## src/rtl/pipe_pkg.sv

```systemverilog
// Shared definitions for the six-stage pipeline sequencer: stage indices,
// decision priority encoding and default bus widths.
package pipe_pkg;

  localparam int unsigned PC_W_DEF   = 32;
  localparam int unsigned MODE_W_DEF = 1;
  localparam int unsigned NUM_STAGES = 6;
  localparam int unsigned WAIT_W     = 4;

  localparam int unsigned F = 0;
  localparam int unsigned T = 1;
  localparam int unsigned D = 2;
  localparam int unsigned E = 3;
  localparam int unsigned M = 4;
  localparam int unsigned W = 5;

  typedef enum logic [2:0] {
    NONE,
    MEMWAIT,
    MJMP,
    LOADUSE,
    DJMP,
    TJMP
  } pri_e;

endpackage

```

## src/rtl/pipe_wait_timer.sv

```systemverilog
// Data-memory wait timer: holds m for MEM_WAIT-1 cycles per access; the
// counter holds the wait cycles still owed after the current one.
module pipe_wait_timer
  import pipe_pkg::*;
#(
  parameter int unsigned MEM_WAIT = 2
) (
  input  logic clock,
  input  logic resetn,
  input  logic i_start,
  output logic o_busy
);

  localparam logic [WAIT_W-1:0] LOAD_V =
    (MEM_WAIT > 1) ? WAIT_W'(MEM_WAIT - 2) : '0;

  logic [WAIT_W-1:0] r_count;
  logic              r_served;
  logic              w_load;

  // r_served blocks re-arming on the access that just finished its wait
  assign w_load = (MEM_WAIT > 1) && i_start && (r_count == '0) && !r_served;
  assign o_busy = w_load || (r_count != '0);

  always_ff @(posedge clock or negedge resetn) begin
    if (!resetn) begin
      r_count  <= '0;
      r_served <= 1'b0;
    end else begin
      if (w_load) begin
        r_count <= LOAD_V;
      end else if (r_count != '0) begin
        r_count <= r_count - WAIT_W'(1);
      end
      r_served <= w_load | (o_busy & r_served);
    end
  end

endmodule

```

## src/rtl/pipe_hazard_ctrl.sv

```systemverilog
// Pipeline sequencer: resolves redirects, load-use and memory waits into
// per-stage stall/bubble, tracks stage valid bits and performance counters.
module pipe_hazard_ctrl
  import pipe_pkg::*;
#(
  parameter int unsigned PC_W     = PC_W_DEF,
  parameter int unsigned MODE_W   = MODE_W_DEF,
  parameter int unsigned MEM_WAIT = 2,
  parameter int unsigned CNT_W    = 32
) (
  input  logic                  clock,
  input  logic                  resetn,
  input  logic                  t_do_jmp,
  input  logic [PC_W-1:0]       t_target_pc,
  input  logic [MODE_W-1:0]     t_target_mode,
  input  logic                  d_do_jmp,
  input  logic [PC_W-1:0]       d_target_pc,
  input  logic [MODE_W-1:0]     d_target_mode,
  input  logic                  m_do_jmp,
  input  logic [PC_W-1:0]       m_target_pc,
  input  logic [MODE_W-1:0]     m_target_mode,
  input  logic                  load_use,
  input  logic                  m_mem_access,
  output logic                  f_stall,
  output logic                  t_stall,
  output logic                  d_stall,
  output logic                  e_stall,
  output logic                  m_stall,
  output logic                  t_bubble,
  output logic                  d_bubble,
  output logic                  e_bubble,
  output logic                  m_bubble,
  output logic                  w_bubble,
  output logic [NUM_STAGES-1:0] stage_valid,
  output logic                  redirect,
  output logic [PC_W-1:0]       redirect_pc,
  output logic [MODE_W-1:0]     redirect_mode,
  output logic                  mem_busy,
  output logic [CNT_W-1:0]      cnt_cycle,
  output logic [CNT_W-1:0]      cnt_stall,
  output logic [CNT_W-1:0]      cnt_flush
);

  logic [NUM_STAGES-1:0] r_valid;
  logic [NUM_STAGES-1:0] w_valid_next;
  logic [NUM_STAGES-1:0] w_prev;
  logic [NUM_STAGES-1:0] w_stall;
  logic [NUM_STAGES-1:0] w_bub;
  logic                  w_mjmp, w_djmp, w_tjmp, w_lu, w_mem, w_busy;
  pri_e                  w_pri;
  logic                  w_redirect;
  logic [PC_W-1:0]       w_rpc;
  logic [MODE_W-1:0]     w_rmode;
  logic [CNT_W-1:0]      r_cnt_cycle, r_cnt_stall, r_cnt_flush;

  assign w_mjmp = m_do_jmp     & r_valid[M];
  assign w_djmp = d_do_jmp     & r_valid[D];
  assign w_tjmp = t_do_jmp     & r_valid[T];
  assign w_lu   = load_use     & r_valid[D];
  assign w_mem  = m_mem_access & r_valid[M];

  pipe_wait_timer #(
    .MEM_WAIT (MEM_WAIT)
  ) u_wait (
    .clock   (clock),
    .resetn  (resetn),
    .i_start (w_mem),
    .o_busy  (w_busy)
  );

  // Highest-priority cause wins the cycle
  always_comb begin
    w_pri = NONE;
    if (w_busy)      w_pri = MEMWAIT;
    else if (w_mjmp) w_pri = MJMP;
    else if (w_lu)   w_pri = LOADUSE;
    else if (w_djmp) w_pri = DJMP;
    else if (w_tjmp) w_pri = TJMP;
  end

  always_comb begin
    w_stall    = '0;
    w_bub      = '0;
    w_redirect = 1'b0;
    w_rpc      = '0;
    w_rmode    = '0;
    case (w_pri)
      MEMWAIT: begin
        w_stall[M:F] = '1;
        w_bub[W]     = 1'b1;
      end
      MJMP: begin
        w_bub[M:T] = '1;
        w_redirect = 1'b1;
        w_rpc      = m_target_pc;
        w_rmode    = m_target_mode;
      end
      LOADUSE: begin
        w_stall[D:F] = '1;
        w_bub[E]     = 1'b1;
      end
      DJMP: begin
        w_bub[D:T] = '1;
        w_redirect = 1'b1;
        w_rpc      = d_target_pc;
        w_rmode    = d_target_mode;
      end
      TJMP: begin
        w_bub[T]   = 1'b1;
        w_redirect = 1'b1;
        w_rpc      = t_target_pc;
        w_rmode    = t_target_mode;
      end
      default: ;
    endcase
  end

  // Fetch always sources a valid slot; later stages shift, hold or squash
  always_comb begin
    w_prev       = {r_valid[NUM_STAGES-2:0], 1'b1};
    w_valid_next = '0;
    for (int unsigned s = 0; s < NUM_STAGES; s++) begin
      if (w_stall[s])    w_valid_next[s] = r_valid[s];
      else if (w_bub[s]) w_valid_next[s] = 1'b0;
      else               w_valid_next[s] = w_prev[s];
    end
  end

  always_ff @(posedge clock or negedge resetn) begin
    if (!resetn) begin
      r_valid     <= '0;
      r_cnt_cycle <= '0;
      r_cnt_stall <= '0;
      r_cnt_flush <= '0;
    end else begin
      r_valid     <= w_valid_next;
      r_cnt_cycle <= r_cnt_cycle + CNT_W'(1);
      r_cnt_stall <= r_cnt_stall + CNT_W'(w_stall[F]);
      r_cnt_flush <= r_cnt_flush + CNT_W'(w_redirect);
    end
  end

  assign f_stall       = w_stall[F];
  assign t_stall       = w_stall[T];
  assign d_stall       = w_stall[D];
  assign e_stall       = w_stall[E];
  assign m_stall       = w_stall[M];
  assign t_bubble      = w_bub[T];
  assign d_bubble      = w_bub[D];
  assign e_bubble      = w_bub[E];
  assign m_bubble      = w_bub[M];
  assign w_bubble      = w_bub[W];
  assign stage_valid   = r_valid;
  assign redirect      = w_redirect;
  assign redirect_pc   = w_rpc;
  assign redirect_mode = w_rmode;
  assign mem_busy      = w_busy;
  assign cnt_cycle     = r_cnt_cycle;
  assign cnt_stall     = r_cnt_stall;
  assign cnt_flush     = r_cnt_flush;

endmodule

```

## config.mk

```make
export PLATFORM = sky130hd
export DESIGN_NAME = pipe_hazard_ctrl
export DESIGN_NICKNAME = d
export VERILOG_FILES = /design/src/rtl/pipe_pkg.sv /design/src/rtl/pipe_wait_timer.sv /design/src/rtl/pipe_hazard_ctrl.sv
export SDC_FILE = /design/constraint.sdc
export NUM_CORES = 1
export LEC_CHECK = 0
export ABC_CLOCK_PERIOD_IN_PS = 7780
export CORE_ASPECT_RATIO = 1.4
export CORE_MARGIN = 2
export CORE_UTILIZATION = 45
export DETAILED_ROUTE_END_ITERATION = 10
export GPL_TIMING_DRIVEN = 0
export PLACE_DENSITY = 0.91
export SYNTH_ARGS = -nofsm -noshare
export SYNTH_HDL_FRONTEND = slang
export SYNTH_SLANG_ARGS = --single-unit
```

## constraint.sdc

```tcl
create_clock -name clock -period 7.78 [get_ports clock]
set_input_delay 0.778 -clock clock [delete_from_list [all_inputs] [get_ports clock]]
set_output_delay 0.778 -clock clock [all_outputs]
set_load 0.005 [all_outputs]
```

==> impl_results.md, run 1 <==
- Total number of yosys warnings: 0
- Deepest clock path buffer count: 2
- Worst-case clock skew: between 0.01 and 0.015 ns
- Crit-path max FO: 10
- Share of the synthesized area in the top cell type: roughly half
- Wire length per cell: between 20 and 25 µm
- TritonCTS clock tree: done
- Yosys reg bits: around 110
- Global-route usage over all layers: 28.7%
- Final worst path period need: between 3 and 4 ns
- Final setup fails: 0
- Met3 routed WL: around 1700 µm
- Htree depth: 3
- Layout net count: between 800 and 900
- Layout cells sized above 1: 5.25%
- Die area: 13,100 µm²
- Die Wd: about 97 µm
- Initial antenna violation count: 2
- Crit start category: flip-flop
- PostCTS Resize Cnt: 0
- Tightest Pin Transition: around 1.1 ns
- GPL Wtd Cong: between 0.8 and 0.9
- Setup_tns: 0 ns
- Root buf cell: clkbuf_16
- Leak: between 3 and 4 nW
- First-pass DRT Iterations: 5
- # hold bufs at CTS: 0
- IO buf count: 252
- Cells after Synth: ~510
- Part of the Yosys area used for sequential elements: between 40% and 50%
- Wl on met1: approximately 7400 µm
- Met2 Wirelength: 9340 µm
- Setup Fix Bufs, Post-CTS: 0
- Core Box Area: roughly 12,000 µm²
- Antenna Nets Post-Route: 0
- Critical-path cell list: inv_1 -> ha_1 -> nor3b_4 -> nand2_1 -> nor4_4 -> buf_2 -> a221o_1 -> clkdlybuf4s50_1
- Maxcap violations: 0
- Worst skew pair latency: 0.35 ns
- Max stage delay cell, worst path: clkdlybuf4s50_1
- RSZ-0062 raised after global routing: no
- Worst Path Required: 7.00 ns
- Die Ht: 134 µm
- Critical path data arrival time: approximately 3.2 ns
- PwrDens: roughly 210 nW/µm²
- CP peak stage delay: between 0.6 and 0.7 ns
- Starting density of the core: a little under half
- Drt drc: 0
- Area Growth Syn to Fin: 56.1%
- Number of distinct library cells after synthesis: 39
- Hold Path Class: in2async
- Syn Nets: between 600 and 700
- Status: complete, no violations
- Pre-CTS setup slack: between 3 and 4 ns
- Slew HR: a little over a quarter
- Cell Area, Synth: ~5500 µm²
- Clk sinks: ~110
- Final Worst Setup Slack: approximately 3.8 ns
- Worst Setup End Kind: output port
- Pins over their slew limit: 0
- Number of global-route vias before repair: between 5,000 and 6,000
- CTS clock-pin slew for the worst setup and hold paths: roughly 0.08 ns
- Largest net degree at the start of global routing: 60
- Drt via density: about 5.5
- Max Clock Freq: approximately 250 MHz
- Synth area leader: dfrtp_1
- First-pass GRT wire length: between 20,000 and 30,000 µm
- CP delay by family, top: simple AND/OR/NAND/NOR gates
- Crit Path Category: reg2out
- Initial DRC Count: about 250
- Rows: between 40 and 50
- Final hold violations: 0
- Routed vias: between 5,000 and 6,000
- Worst path buffer plus inverter count: 3
- Maximum VDD drop: 0.152 mV
- Synth Area per Inst: 10.7 µm²
- Final wirelength: roughly 19,000 µm
- HPWL after DPL: ~15,000 µm
- Highest Signal Layer: met4
- Tcrit/Tclk final: 51.1%
- Total CTS buffers: 9
- Final Core Density: between 70% and 80%
- IO Pins: between 200 and 300
- GR Overflow Total: 0
- Synth area leaders: dfrtp_1, xnor2_1, a221o_1, xor2_1, and2_1
-- kinds of logic (layout without fill, tap and decap cells) --
kind of cell    after synthesis  count (layout)  share of synthesized area (%)
compound gates               49              49                           7.82
mux                           1               1                          0.206
other cells                   0               3                              0
flops                       107             107                           48.9
fa+ha+maj                     8               8                           1.83
buf+inv                      36             305                           3.04
simple gates                221             221                           23.7
xor+xnor                     90              90                           14.4
-- final cells by class --
cell class | count | area, µm²
inverter | 13 | 48.8
antenna | 3 | 7.51
buffer | 23 | 118
multi-input combinational | 369 | 2630
clock buffer | 10 | 229
sequential | 107 | 2680
fill | 771 | 3280
tap | 147 | 184
timing repair buffer | 253 | 2550
clock inverter | 6 | 101
-- sequential cells by signal, summed over array words and instances, names as in the netlist --
register,cells
cnt_cycle,32
cnt_stall,32
u_wait.r_count,4
stage_valid,6
cnt_flush,32
u_wait.r_served,1
-- routing by layer --
layer / vias up / global-route usage, %
li1: 2364 / -
met3: 30 / 7.76
met1: 2496 / 35.0
met2: 265 / 49.8
met4: 0 / 8.45
met5: - / 0
-- placed cells by master, fill, tap and decap left out, types with 2 or more instances in the layout --
cell type / instances
a21oi_1: 4
bufinv_16: 2
clkbuf_16: 9
clkdlybuf4s50_1: 251
nor4_2: 2
inv_1: 13
xor2_1: 27
buf_4: 6
and4_1: 6
nand3b_1: 3
o21a_1: 2
clkinv_4: 2
dfrtp_1: 107
and3_1: 20
nand3_1: 37
nor3_1: 17
clkbuf_1: 9
or4_1: 2
nor4_4: 2
ha_1: 8
nand4b_1: 2
o21ai_0: 6
and2_1: 35
buf_2: 10
and2_0: 4
xnor2_1: 63
nor2_1: 15
diode_2: 3
nand4_1: 26
nand2_1: 37
nor4_1: 6
a221o_1: 33
-- worst paths after layout --
check | startpoint | to | slack, ns | cells after the start
setup / recovery | u_wait.r_count[0]$_DFFE_PN0P_ | redirect_pc[22] | 3.80 | 8
hold reg to reg | cnt_cycle[31]$_DFF_PN0_ | cnt_cycle[31]$_DFF_PN0_ | 0.48 | 1
setup reg to reg | u_wait.r_count[0]$_DFFE_PN0P_ | cnt_flush[16]$_DFF_PN0_ | 3.84 | 12
min in group clock | cnt_cycle[31]$_DFF_PN0_ | cnt_cycle[31]$_DFF_PN0_ | 0.48 | 1
hold / removal | resetn | cnt_cycle[15]$_DFF_PN0_ | 0.45 | 1
max in group asynchronous | resetn | u_wait.r_count[1]$_DFFE_PN0P_ | 6.61 | 2
-- per-stage QoR --
step | hold WS (ns) | total power, W | instance area, µm² | cells
2_1_floorplan | 0.455 | 0.000894 | 5470 | 512
3_3_place_gp | 0.459 | 0.00128 | 8180 | 911
3_5_place_dp | 0.466 | 0.00130 | 8200 | 912
4_1_cts | 0.467 | 0.00179 | 8530 | 928
5_1_grt | 0.493 | 0.00186 | 8530 | 928
6_report | 0.450 | 0.00179 | 8540 | 931
-- synth_stat cells (all sizes together) --
cell type / n
nor3b: 2
ha: 8
a22o: 1
dfrtp: 107
nand3b: 3
a221o: 33
xnor2: 63
and4: 6
inv: 13
o21ai: 6
or3b: 1
or4: 2
nor3: 17
nor4: 10
and3: 20
mux2: 1
clkbuf: 8
a21oi: 4
nand4: 27
buf: 15
nor2: 15
nand4b: 2
and2: 39
nor4b: 1
o21a: 2
nor2b: 1
xor2: 27
nand2b: 1
nand3: 37
o22ai: 1
o211ai: 1
a32o: 1
nand2: 37
-- where the power goes --
part | internal [W] | switching (W) | total (W)
clock | 0.000286 | 0.000211 | 0.000497
combinational | 0.000379 | 0.000247 | 0.000626
sequential | 0.000603 | 0.0000595 | 0.000662
total | 0.00127 | 0.000518 | 0.00179
No activity file was read; power rests on OpenSTA's default activity.
==> run 2, diff against run 1 <==
ABC_CLOCK_PERIOD_IN_PS = 3710   (was 7780)
CORE_UTILIZATION = 42   (was 45)
PLACE_DENSITY = 0.86   (was 0.91)
clock period = 3.71 ns   (was 7.78 ns; I/O delays follow)
==> run 2 against run 1 <==
Net effect:
- wire length fell by 5.4%
- register-to-register slack got worse by 3.5 ns
- via count about the same
- clock skew up 0.00098 ns
- combinational power increased by 110%
- flip-flop and latch count did not move
- total power increased by 110%
- setup slack got worse by 3.6 ns
- critical path type unchanged
- critical endpoint is now redirect_pc[25]
- largest cell class is now non-clock buffers
==> impl_results.md, run 2 (same netlist as run 1, synthesis figures left out) <==
- HPWL after DPL: roughly 14,000 µm
- Final Core Density: roughly two thirds
- Crit-path max FO: 10
- Die Wd: between 100 and 150 µm
- GPL Wtd Cong: just over 0.9
- CP delay by family, top: buffers and inverters
- CTS clock-pin slew for the worst setup and hold paths: 0.07 ns
- Clk sinks: about 110
- Worst-case clock skew: 0.0122 ns
- RSZ-0062 raised after global routing: no
- Multi-input logic area: roughly 2700 µm²
- Net Sw Power: 0.00111 W
- Drt via density: between 5 and 6
- Critical-path cell list: inv_1 -> ha_1 -> nor3b_4 -> nand2_1 -> nor4_4 -> buf_2 -> a221o_1 -> clkdlybuf4s50_1
- Final worst path period need: approximately 3.5 ns
- First-pass DRT Iterations: 4
- Pwr Total: 0.00372 W
- Crit start category: flip-flop
- CP peak stage delay: roughly 0.54 ns
- Status: complete, no violations
- Commonest non-fill, non-tap cell in the layout: clkdlybuf4s50_1
- Tcrit/Tclk final: 93.8%
- Worst skew pair latency: 0.35 ns
- Rows: slightly below 50
- Worst Setup End Kind: output port
- Antenna Nets Post-Route: 0
- Register area: around 2700 µm²
- Layout net count: ~900
- Wire length per cell: around 19 µm
- GR Overflow Total: 0
- Pint: 0.00261 W
- Htree depth: 3
- Initial antenna violation count: 5
- Most frequent cells in the layout: clkdlybuf4s50_1, dfrtp_1, xnor2_1
- IO Pins: roughly 250
- Core Box Area: between 10,000 and 15,000 µm²
- Hold Path Class: reg2reg
- Crit Path Category: reg2out
- TritonCTS clock tree: done
- Layout cells sized above 1: under 10%
- Combinational power share: between 30% and 40%
- Die area: roughly 14,000 µm²
- Max stage delay cell, worst path: clkdlybuf4s50_1
- Tightest Pin Transition: 1.08 ns
- Critical path data arrival time: around 3.1 ns
- Deepest clock path buffer count: 2
- Drt drc: 0
- Fin Hold WS: roughly 0.47 ns
- Setup_tns: 0 ns
- Initial DRC Count: 185
- Routed vias: 5,151
- Seq pwr share: a little under two fifths
- Worst path buffer plus inverter count: 3
- Final hold violations: 0
- Maximum VDD drop: about 0.28 mV
- First-pass GRT wire length: around 28,000 µm
- Starting density of the core: a little over two fifths
- Root buf cell: clkbuf_16
- Fillers: about 940
- PwrDens: 434 nW/µm²
- Total CTS buffers: 9
- Final wirelength: between 15,000 and 20,000 µm
- Switch share: between 20 and 30%
- Number of global-route vias before repair: between 5,000 and 6,000
- Die Ht: between 100 and 150 µm
- Area Growth Syn to Fin: 56.8%
- Global-route usage over all layers: about a quarter
- Pins over their slew limit: 0
- IO buf count: around 250
- Maxcap violations: 0
- Max Clock Freq: around 290 MHz
- Leak: ~3.7 nW
- Largest net degree at the start of global routing: 75
- Clk network pwr share: between 20% and 30%
- Worst Path Required: 3.34 ns
- Final setup fails: 0
- Slew HR: 27.4%
[run 2: worst paths after layout]
path | start | end | slack (ns) | cells after the start
max | u_wait.r_count[0]$_DFFE_PN0P_ | redirect_pc[25] | 0.23 | 8
min in group asynchronous | resetn | cnt_stall[5]$_DFF_PN0_ | 0.52 | 2
max reg2reg | u_wait.r_count[0]$_DFFE_PN0P_ | cnt_flush[20]$_DFF_PN0_ | 0.31 | 13
min reg2reg | cnt_cycle[31]$_DFF_PN0_ | cnt_cycle[31]$_DFF_PN0_ | 0.47 | 1
min | cnt_cycle[31]$_DFF_PN0_ | cnt_cycle[31]$_DFF_PN0_ | 0.47 | 1
max in group asynchronous | resetn | cnt_flush[16]$_DFF_PN0_ | 2.47 | 3
[run 2: repair_timing]
action                                  CTS  global route
buffers inserted                          0             2
hold buffers                              1             0
pin swaps                                 0             2
resized for setup                         1             4
endpoints found under the hold margin    33             0
endpoints found under the setup margin    8            21
[run 2: layer usage]
| metal | track usage (%) | vias to the layer above | part of all wire (%) |
|---|---|---|---|
| li1 | - | 2369 | - |
| met1 | 33.8 | 2497 | 42 |
| met2 | 40.0 | 243 | 46 |
| met3 | 9.48 | 38 | 9.4 |
| met4 | 8.36 | 4 | 2.4 |
| met5 | 0 | - | 0.15 |
[run 2: area by class of cell]
type                    count  share of cell area (%)
flip-flops and latches    107                    31.2
multi-input cells         369                    30.9
repair buffers            256                    30.0
clock buffers              10                    2.79
well taps                 153                    2.23
plain buffers              23                    1.37
clock inverters             6                   0.817
inverters                  13                   0.569
diodes                      3                  0.0875
[run 2: through the flow]
stage | setup WS, ns | instance area [µm²] | std cells
2_1_floorplan | 0.731 | 5470 | 512
3_3_place_gp | -1.59 | 8180 | 917
3_5_place_dp | -0.130 | 8210 | 918
4_1_cts | 0.0563 | 8540 | 935
5_1_grt | 0.00661 | 8570 | 938
6_report | 0.230 | 8580 | 940
[run 2: power by group through the flow]
stage          clock network [W]  registers (W)  logic (W)
2_1_floorplan                  0        0.00139   0.000483
3_3_place_gp                   0        0.00141    0.00130
3_5_place_dp                   0        0.00141    0.00132
4_1_cts                  0.00100        0.00139    0.00133
5_1_grt                  0.00107        0.00141    0.00144
6_report                0.000985        0.00139    0.00134
==> run 3, diff against run 2 <==
GPL_TIMING_DRIVEN = 1   (was 0)
SETUP_SLACK_MARGIN = 0.05   (was default)
==> run 3 against run 2 <==
Net effect:
- maximum frequency fell by 0.90%
- worst hold slack got worse by 0.29 ns
- combinational power barely moved
- clock skew rose by 0.00059 ns
- clock power rose by 0.9%
- largest power group unchanged
==> impl_results.md, run 3 (same netlist as run 1, synthesis figures left out) <==
- Clk sinks: roughly 110
- Multi-input logic area: ~2600 µm²
- PwrDens: ~430 nW/µm²
- Worst-case clock skew: ~0.013 ns
- Net Sw Power: between 0.001 and 0.0015 W
- Starting density of the core: between 40% and 50%
- Pwr Total: 0.00369 W
- Hold Path Class: in2async
- Initial DRC Count: 330
- Switch share: 29.5%
- Maximum VDD drop: about 0.37 mV
- Die Wd: ~100 µm
- Drt via density: ~5.5
- Setup_tns: 0 ns
- Crit start category: flip-flop
- Tcrit/Tclk final: a little over nine tenths
- IO buf count: approximately 250
- Worst Setup End Kind: output port
- Global-route usage over all layers: about a quarter
- Pre-CTS setup slack: 0.604 ns
- Fillers: slightly below 1,000
- Tightest Pin Transition: 1.02 ns
- Crit Path Category: reg2out
- Final worst path period need: between 3 and 4 ns
- Combinational power share: 35.4%
- Most frequent cells in the layout: clkdlybuf4s50_1, dfrtp_1, xnor2_1
- Commonest non-fill, non-tap cell in the layout: clkdlybuf4s50_1
- Pins over their slew limit: 0
- Max stage delay cell, worst path: clkdlybuf4s50_1
- Worst Path Required: between 3 and 4 ns
- Htree depth: 3
- Clk network pwr share: 26.9%
- Reg-to-reg startpoint: u_wait.r_count[0]$_DFFE_PN0P_
- CP peak stage delay: just over 0.5 ns
- Reg2reg setup slack: about 0.56 ns
- FF-to-FF path depth: 12
- Final Core Density: about two thirds
- GPL Wtd Cong: around 0.88
- Root buf cell: clkbuf_16
- Critical-path cell list: inv_1 -> ha_1 -> nor3b_4 -> nand2_1 -> nor4_4 -> buf_4 -> a221o_1 -> clkdlybuf4s50_1
- Die area: 14,000 µm²
- RSZ-0062 raised after global routing: no
- CP Capture Point: redirect_pc[23]
- Post-Place Cell Area: approximately 8200 µm²
- Routed vias: roughly 5,100
- Final Worst Setup Slack: approximately 0.20 ns
- Deepest clock path buffer count: 2
- Maxcap violations: 0
- HPWL after DPL: 14,900 µm
- Max Clock Freq: between 200 and 300 MHz
- Total CTS buffers: 9
- Seq pwr share: between 30% and 40%
- Register area: between 2000 and 3000 µm²
- TritonCTS clock tree: done
- Critical path data arrival time: approximately 3.1 ns
- Number of global-route vias before repair: 5,186
- Fin area: between 8000 and 9000 µm²
- GR Overflow Total: 0
- Die Ht: roughly 140 µm
- Layout cells sized above 1: ~5.2%
- Layout net count: 878
- Largest net degree at the start of global routing: just over 80
- First-pass DRT Iterations: 4
- Wire length per cell: around 20 µm
- Pint: approximately 0.0026 W
- Setup Fix Bufs, Post-CTS: 0
- CTS clock-pin slew for the worst setup and hold paths: about 0.08 ns
- PostCTS Resize Cnt: 0
- Crit-path max FO: 22
- Rows: 49
- Worst r2r dst: cnt_flush[20]$_DFF_PN0_
- Slew HR: 31.9%
- Critical path launch point: u_wait.r_count[0]$_DFFE_PN0P_
- Core Box Area: about 13,000 µm²
- Leak: around 3.6 nW
- Worst skew pair latency: about 0.35 ns
- Final hold violations: 0
- IO Pins: about 250
- Final wirelength: 18,700 µm
- Final setup fails: 0
- Status: complete, no violations
- First-pass GRT wire length: 28,600 µm
- Area Growth Syn to Fin: 55.3%
- Drt drc: 0
- # hold bufs at CTS: 0
- Initial antenna violation count: 8
- Antenna Nets Post-Route: 0
## run 3: changes by cell type in the layout (fill, tap and decap cells not counted)
cell           change
clkbuf_1           -8
clkinv_4           -1
nor4_1             -1
nor4_4             -1
nor4_2             +2
dlygate4sd3_1      -1
diode_2            +2
buf_2             -10
buf_4              +5
buf_16             -1
inv_6              +1
nor2_1             +1
nor2_4             -1
## run 3: final cells by class
| type | count | area share [%] |
|---|---|---|
| multi-input cells | 369 | 31.1 |
| repair buffers | 264 | 30.7 |
| well taps | 153 | 2.25 |
| clock buffers | 10 | 2.81 |
| inverters | 13 | 0.575 |
| clock inverters | 6 | 0.825 |
| flip-flops and latches | 107 | 31.5 |
| diodes | 5 | 0.147 |
## run 3: worst min-delay path by stage
stage                     cells after the start  slack [ns]                 endpoint
after floorplan                               0        0.08   cnt_cycle[0]$_DFF_PN0_
after global placement                        1        0.46  cnt_cycle[31]$_DFF_PN0_
after detailed placement                      1        0.46  cnt_stall[31]$_DFF_PN0_
after CTS                                     1        0.23   cnt_stall[4]$_DFF_PN0_
after global routing                          1        0.27  cnt_cycle[31]$_DFF_PN0_
final                                         1        0.18  cnt_cycle[31]$_DFF_PN0_
## run 3: routing by layer
metal,global-route usage [%],vias to the layer above,share of wire [%]
met3,8.17,35,9.3
met2,42.9,247,48
met5,0,-,0.35
met1,34.7,2493,41
li1,-,2342,-
met4,7.64,10,1.8
## run 3: power by group through the flow
stage	Sequential (W)	Combinational [W]	Clock, W
after floorplan	0.00139	0.000483	0
after global placement	0.00140	0.00128	0
after detailed placement	0.00141	0.00131	0
after CTS	0.00139	0.00132	0.00101
after global routing	0.00141	0.00139	0.00105
final	0.00139	0.00131	0.000994
## run 3: worst max-delay path: cells and delay by family (launching register included)
family	cells	cell delay [ns]
flops	1	0.40
compound gates	1	0.21
simple gates	3	1.00
buf+inv	3	0.94
fa+ha+maj	1	0.23
## run 3: stage by stage
step	hold slack [ns]	std cells
6_report	0.183	927
2_1_floorplan	0.0754	512
3_5_place_dp	0.461	906
3_3_place_gp	0.459	906
5_1_grt	0.272	923
4_1_cts	0.229	922
